<file path="src/rtl/reg_file_sb.sv">
`default_nettype none
// +--------------------------------------------------------------------------+
// | reg_file_sb : 2R/1W register file with bypass and busy scoreboard         |
// | Rev 1.0                                                                   |
// +--------------------------------------------------------------------------+
module reg_file_sb #(
    parameter int DATA_W   = 8,
    parameter int ADDR_W   = 4,
    parameter int ZERO_REG = 0,
    parameter int BYPASS   = 1,
    parameter int READ_REG = 0
) (
    input  logic              clk,
    input  logic              rst_n,
    input  logic [ADDR_W-1:0] ra,
    input  logic [ADDR_W-1:0] rb,
    input  logic [ADDR_W-1:0] wa,
    input  logic [DATA_W-1:0] wd,
    input  logic              we,
    input  logic              rsv_en,
    input  logic [ADDR_W-1:0] rsv_addr,
    output logic [DATA_W-1:0] read_a,
    output logic [DATA_W-1:0] read_b,
    output logic              busy_a,
    output logic              busy_b
);

    localparam int DEPTH = 2 ** ADDR_W;

    logic [DATA_W-1:0] mem_q [DEPTH];
    logic [DATA_W-1:0] mem_d [DEPTH];
    logic [DEPTH-1:0]  busy_q;
    logic [DEPTH-1:0]  busy_d;

    logic              we_ok;
    logic              rsv_ok;
    logic [DATA_W-1:0] read_a_d;
    logic [DATA_W-1:0] read_b_d;
    logic              busy_a_d;
    logic              busy_b_d;

    // Register 0 swallows writes and reservations when hard-wired to zero.
    always_comb begin
        we_ok  = we;
        rsv_ok = rsv_en;
        if (ZERO_REG != 0) begin
            if (wa == '0) begin
                we_ok = 1'b0;
            end
            if (rsv_addr == '0) begin
                rsv_ok = 1'b0;
            end
        end
    end

    // Reserve is applied after the write so a same-address producer stays busy.
    always_comb begin
        mem_d  = mem_q;
        busy_d = busy_q;
        if (we_ok) begin
            mem_d[wa]  = wd;
            busy_d[wa] = 1'b0;
        end
        if (rsv_ok) begin
            busy_d[rsv_addr] = 1'b1;
        end
    end

    always_ff @(posedge clk) begin
        if (!rst_n) begin
            for (int i = 0; i < DEPTH; i++) begin
                mem_q[i] <= '0;
            end
            busy_q <= '0;
        end else begin
            mem_q  <= mem_d;
            busy_q <= busy_d;
        end
    end

    always_comb begin
        read_a_d = mem_q[ra];
        busy_a_d = busy_q[ra];
        read_b_d = mem_q[rb];
        busy_b_d = busy_q[rb];
        if ((BYPASS != 0) && we_ok && (wa == ra)) begin
            read_a_d = wd;
            busy_a_d = rsv_ok && (rsv_addr == ra);
        end
        if ((BYPASS != 0) && we_ok && (wa == rb)) begin
            read_b_d = wd;
            busy_b_d = rsv_ok && (rsv_addr == rb);
        end
        if ((ZERO_REG != 0) && (ra == '0)) begin
            read_a_d = '0;
            busy_a_d = 1'b0;
        end
        if ((ZERO_REG != 0) && (rb == '0)) begin
            read_b_d = '0;
            busy_b_d = 1'b0;
        end
    end

    generate
        if (READ_REG != 0) begin : g_read_reg
            logic [DATA_W-1:0] read_a_q;
            logic [DATA_W-1:0] read_b_q;
            logic              busy_a_q;
            logic              busy_b_q;

            always_ff @(posedge clk) begin
                if (!rst_n) begin
                    read_a_q <= '0;
                    read_b_q <= '0;
                    busy_a_q <= 1'b0;
                    busy_b_q <= 1'b0;
                end else begin
                    read_a_q <= read_a_d;
                    read_b_q <= read_b_d;
                    busy_a_q <= busy_a_d;
                    busy_b_q <= busy_b_d;
                end
            end

            assign read_a = read_a_q;
            assign read_b = read_b_q;
            assign busy_a = busy_a_q;
            assign busy_b = busy_b_q;
        end else begin : g_read_comb
            assign read_a = read_a_d;
            assign read_b = read_b_d;
            assign busy_a = busy_a_d;
            assign busy_b = busy_b_d;
        end
    endgenerate

endmodule
`default_nettype wire

</file>
<file path="config.mk">
export PLATFORM = sky130hd
export DESIGN_NAME = reg_file_sb
export DESIGN_NICKNAME = d
export VERILOG_FILES = /design/src/rtl/reg_file_sb.sv
export SDC_FILE = /design/constraint.sdc
export NUM_CORES = 1
export LEC_CHECK = 0
export BUFFER_PORTS_ARGS = -buffer_cell sky130_fd_sc_hd__buf_2
export CORE_UTILIZATION = 50
export CTS_CLUSTER_DIAMETER = 80
export CTS_CLUSTER_SIZE = 20
export DETAILED_ROUTE_END_ITERATION = 8
export PLACE_DENSITY = 0.67
export SYNTH_ARGS = -nofsm -noshare
export SYNTH_HDL_FRONTEND = slang
export SYNTH_SLANG_ARGS = --single-unit
</file>
<file path="constraint.sdc">
create_clock -name clk -period 3.56 [get_ports clk]
set_clock_uncertainty 0.1 [all_clocks]
set_input_delay 0.178 -clock clk [delete_from_list [all_inputs] [get_ports clk]]
set_output_delay 0.178 -clock clk [all_outputs]
set_load 0.05 [all_outputs]
</file>
==> impl_results.html <==
<table>
<tr><th>Metric</th><th>Value</th></tr>
<tr><th colspan="2">Timing</th></tr>
<tr><td>Unrepaired setup endpoints after global routing</td><td>false</td></tr>
<tr><td>Highest attainable clock frequency</td><td>364 MHz</td></tr>
<tr><td>Worst-case headroom to the max-slew limit</td><td>21.5%</td></tr>
<tr><td>Shortest clock period the worst path allows after layout</td><td>2.75 ns</td></tr>
<tr><td>Hold violation total from the final report</td><td>0</td></tr>
<tr><td>Period utilisation layout</td><td>77.2%</td></tr>
<tr><td>Total setup violations reported at the end of the flow</td><td>0</td></tr>
<tr><td>Hold slack</td><td>0.0195 ns</td></tr>
<tr><td>Least-Margin Pin Slew</td><td>1.18 ns</td></tr>
<tr><td>Setup TNS</td><td>0 ns</td></tr>
<tr><td>Max Transition Viols Final</td><td>0</td></tr>
<tr><th colspan="2">Finish</th></tr>
<tr><td>Net count, final</td><td>837</td></tr>
<tr><td>Syn-to-layout area delta</td><td>11.6%</td></tr>
<tr><td>Fillers</td><td>1354</td></tr>
<tr><td>Share of final-layout standard cells stronger than drive strength 1</td><td>23.1%</td></tr>
<tr><th colspan="2">Route</th></tr>
<tr><td>Detailed Routing Iterations Pass 1</td><td>5</td></tr>
<tr><td>DRC viols</td><td>0</td></tr>
<tr><td>Mean routed wirelength per cell</td><td>22.5 µm</td></tr>
<tr><td>Via count normalized by instance count</td><td>6.25</td></tr>
<tr><td>Post-detailed-route count of antenna-violating nets</td><td>0</td></tr>
<tr><td>Number of vias after detailed routing</td><td>6489</td></tr>
<tr><td>Violation count after the first detailed-routing iteration</td><td>663</td></tr>
<tr><td>Routed Wire Length</td><td>23400 µm</td></tr>
<tr><th colspan="2">Critical path</th></tr>
<tr><td>Reg2Reg Setup Slack</td><td>2.71 ns</td></tr>
<tr><td>R2r endpoint</td><td>mem_q[67]</td></tr>
<tr><td>Crit start category</td><td>input pin</td></tr>
<tr><td>Crit Reg-Reg Startpoint</td><td>mem_q[67]</td></tr>
<tr><td>Data arrival, critical path</td><td>2.47 ns</td></tr>
<tr><td>Crit Path Category</td><td>input pin to output pin</td></tr>
<tr><td>Critical path required time</td><td>3.28 ns</td></tr>
<tr><td>Number of cells on the worst reg-to-reg path</td><td>2</td></tr>
<tr><td>Largest driver fanout on the critical path</td><td>20</td></tr>
<tr><td>Critical path endpoint category</td><td>output pin</td></tr>
<tr><th colspan="2">Clocking</th></tr>
<tr><td>TritonCTS Buffers</td><td>17</td></tr>
<tr><td>Root buffer cell</td><td>sky130_fd_sc_hd__clkbuf_16</td></tr>
<tr><td>H-tree levels</td><td>4</td></tr>
<tr><td>Buffers inserted by post-CTS timing repair</td><td>0</td></tr>
<tr><td>CTS tree</td><td>built</td></tr>
<tr><td>Clock latency of the later-clocked register in the worst-skew pair</td><td>0.42 ns</td></tr>
<tr><td>Largest buffer count on any clock path</td><td>2</td></tr>
<tr><td>Post-CTS clock slew at the launch and capture registers of the worst setup and hold paths</td><td>0.06 ns</td></tr>
<tr><td>Number of sinks driven by the clock tree</td><td>144</td></tr>
<tr><th colspan="2">Yosys</th></tr>
<tr><td>Dominant cell by count in the synthesized netlist</td><td>sky130_fd_sc_hd__dfxtp_1</td></tr>
<tr><td>Synthesis-stage register bit count</td><td>144</td></tr>
<tr><td>Cells after Synth</td><td>809</td></tr>
<tr><td>Most frequently used flop master after synthesis</td><td>sky130_fd_sc_hd__dfxtp_1</td></tr>
<tr><td>Average footprint of a synthesized cell</td><td>10.4 µm²</td></tr>
<tr><td>Synthesis warning total</td><td>0</td></tr>
<tr><td>Post-Syn Nets</td><td>837</td></tr>
<tr><td>Most area-hungry cell type in the Yosys netlist</td><td>sky130_fd_sc_hd__dfxtp_1</td></tr>
<tr><td>Fraction of the mapped netlist area in compound gates</td><td>13.4%</td></tr>
<tr><td>Total standard cell area after synthesis</td><td>8380 µm²</td></tr>
<tr><td>Top cells by area in the synthesized netlist</td><td>sky130_fd_sc_hd__dfxtp_1 (34%), sky130_fd_sc_hd__mux4_2 (19%), sky130_fd_sc_hd__mux2i_1 (12%)</td></tr>
<tr><td>Area fraction in and, or, nand and nor cells after synthesis</td><td>11.6%</td></tr>
<tr><td>Number of flops mapped to enable cells by yosys</td><td>0</td></tr>
<tr><td>Share of synthesized area occupied by flip-flops and latches</td><td>34.4%</td></tr>
<tr><td>Mux cell area share after synthesis</td><td>34.0%</td></tr>
<tr><td>Number of distinct standard cells referenced by the synthesized netlist</td><td>30</td></tr>
<tr><td>Top-area cell type share of the netlist area</td><td>34.4%</td></tr>
<tr><td>Fraction of synthesis flops using an asynchronous set or reset pin</td><td>0%</td></tr>
<tr><td>Share of the synthesized netlist area taken by xor and xnor gates</td><td>1.76%</td></tr>
<tr><td>Post-synthesis adder-cell area fraction</td><td>0%</td></tr>
<tr><td>Post-synth top cells</td><td>sky130_fd_sc_hd__dfxtp_1 (144), sky130_fd_sc_hd__mux2i_1 (102), sky130_fd_sc_hd__nand2_1 (91), sky130_fd_sc_hd__a21boi_0 (89), sky130_fd_sc_hd__o21ai_0 (81)</td></tr>
<tr><td>Main combinational cell family by area after synthesis</td><td>multiplexers</td></tr>
<tr><th colspan="2">Min path</th></tr>
<tr><td>Number of cells on the worst hold path</td><td>3</td></tr>
<tr><td>Hold Crit Start</td><td>rsv_addr[0]</td></tr>
<tr><td>Worst Hold End</td><td>busy_q[13]</td></tr>
<tr><td>HP Class</td><td>input pin to register</td></tr>
<tr><th colspan="2">GRT</th></tr>
<tr><td>Total routing usage reported by global routing</td><td>28.1%</td></tr>
<tr><td>Grt met3 use</td><td>6.64%</td></tr>
<tr><td>Most heavily used metal layer in global routing</td><td>met2</td></tr>
<tr><td>Aggregate global routing overflow</td><td>0</td></tr>
<tr><td>Largest net degree at the start of global routing</td><td>145</td></tr>
<tr><td>Vias in the first global route</td><td>6709</td></tr>
<tr><td>Antenna violations before repair</td><td>1</td></tr>
<tr><td>Wire length of the first global-routing pass</td><td>37100 µm</td></tr>
<tr><td>Met1 Use GR</td><td>35.0%</td></tr>
<tr><td>GR Layer Usage met2</td><td>45.6%</td></tr>
<tr><th colspan="2">Floorplan</th></tr>
<tr><td>Starting density of the core</td><td>52.0%</td></tr>
<tr><td>Die area</td><td>17300 µm²</td></tr>
<tr><td>Std-Cell Core Area</td><td>16100 µm²</td></tr>
<tr><td>I/O pin count</td><td>46</td></tr>
<tr><td>Chip Height</td><td>131 µm</td></tr>
<tr><td>Die X-Extent</td><td>131 µm</td></tr>
<tr><td>Row count</td><td>46</td></tr>
<tr><th colspan="2">Power and ir drop</th></tr>
<tr><td>Leakage component of the power</td><td>3.53 nW</td></tr>
<tr><td>Total Power</td><td>4.14 mW</td></tr>
<tr><td>Power per standard cell area</td><td>443 nW/µm²</td></tr>
<tr><td>Peak supply drop</td><td>0.350 mV</td></tr>
<tr><th colspan="2">Run status</th></tr>
<tr><td>Status</td><td>finished clean</td></tr>
<tr><th colspan="2">Placed design</th></tr>
<tr><td>Count of buffers inserted at the top-level ports</td><td>45</td></tr>
<tr><td>Routability-driven placement congestion ratio</td><td>0.887</td></tr>
<tr><td>HPWL after DPL</td><td>15100 µm</td></tr>
<tr><th colspan="2">Flow run</th></tr>
<tr><td>Number of violations of the max-capacitance limit</td><td>0</td></tr>
</table>
==> through the flow <==
stage | cell area (µm²) | utilization, % | setup slack [ns] | std cells
6_report | 9350 | 58.0 | 0.812 | 1039
5_1_grt | 9350 | 58.0 | 0.768 | 1038
4_1_cts | 9350 | 58.0 | 0.842 | 1038
3_5_place_dp | 8650 | 53.7 | 0.839 | 1005
3_3_place_gp | 8650 | 53.7 | 0.859 | 1005
2_1_floorplan | 8380 | - | 1.28 | 809
==> placed cells by master, fill, tap and decap left out, types with 4 or more instances in the layout <==
master,count
sky130_fd_sc_hd__buf_2,44
sky130_fd_sc_hd__nand3_1,14
sky130_fd_sc_hd__nand2_1,91
sky130_fd_sc_hd__mux2_2,18
sky130_fd_sc_hd__nand2b_1,7
sky130_fd_sc_hd__a21boi_0,89
sky130_fd_sc_hd__mux2i_1,102
sky130_fd_sc_hd__buf_4,19
sky130_fd_sc_hd__mux4_2,72
sky130_fd_sc_hd__nor2_1,12
sky130_fd_sc_hd__bufinv_16,6
sky130_fd_sc_hd__xor2_1,12
sky130_fd_sc_hd__clkbuf_16,17
sky130_fd_sc_hd__dfxtp_1,144
sky130_fd_sc_hd__o21ai_0,81
sky130_fd_sc_hd__nor2b_1,58
sky130_fd_sc_hd__a22oi_1,6
sky130_fd_sc_hd__clkbuf_8,4
==> critical path: stages <==
cell                      delay, ns
sky130_fd_sc_hd__buf_2         0.58
sky130_fd_sc_hd__buf_4         0.31
sky130_fd_sc_hd__mux4_2        0.52
sky130_fd_sc_hd__mux2i_1       0.26
sky130_fd_sc_hd__mux2i_1       0.12
sky130_fd_sc_hd__mux2_2        0.29
sky130_fd_sc_hd__buf_2         0.21
==> what timing repair did <==
| action | 4_1_cts | 5_1_grt |
|---|---|---|
| endpoints found under the setup margin | 0 | 0 |
| gates resized for setup | 0 | 0 |
| hold endpoints to repair | 1 | 0 |
| hold buffers | 1 | 0 |
==> where the power goes <==
| group | total (mW) | leakage (nW) | internal, mW | switching [mW] |
|---|---|---|---|---|
| Combinational | 0.420 | 2.03 | 0.161 | 0.259 |
| Sequential | 1.65 | 1.16 | 1.63 | 0.0163 |
| Clock | 2.07 | 0.340 | 1.39 | 0.685 |
| Total | 4.14 | 3.53 | 3.18 | 0.961 |
==> metal layers <==
metal	vias to the layer above	part of all wire (%)	wire, µm
li1	2917	-	-
met1	3215	40	9370
met2	294	49	11400
met3	63	7.8	1810
met4	0	3.5	817
met5	-	0	0
==> flip-flops by register name (all words and copies together) (netlist names) <==
signal,cells
mem_q,128
busy_q,16
==> worst max path at each step <==
stage          cells after the start  start   endpoint
2_1_floorplan                      4  wa[3]     busy_b
3_3_place_gp                       7  ra[3]  read_a[1]
3_5_place_dp                       7  ra[3]  read_a[1]
4_1_cts                            7  ra[3]  read_a[1]
5_1_grt                            7  ra[3]  read_a[1]
6_report                           7  ra[3]  read_a[1]
==> cell families (layout without fill, tap and decap cells) <==
logic type      count (synthesis)  in the layout
compound gates                177            177
xor+xnor                       16             16
buf+inv                        86             99
flops                         144            144
mux                           192            192
other cells                     0              1
simple gates                  194            194
==> area by class of cell <==
| cell class | instances | area [µm²] | share of cell area (%) |
|---|---|---|---|
| antenna | 1 | 2.50 | 0.0268 |
| clock buffer | 22 | 484 | 5.18 |
| clock inverter | 10 | 204 | 2.18 |
| inverter | 1 | 3.75 | 0.0401 |
| multi-input combinational | 579 | 5090 | 54.4 |
| sequential | 144 | 2880 | 30.8 |
| tap | 216 | 270 | 2.89 |
| timing repair buffer | 66 | 413 | 4.41 |
Note: power is estimated with default switching activity, not from simulation.
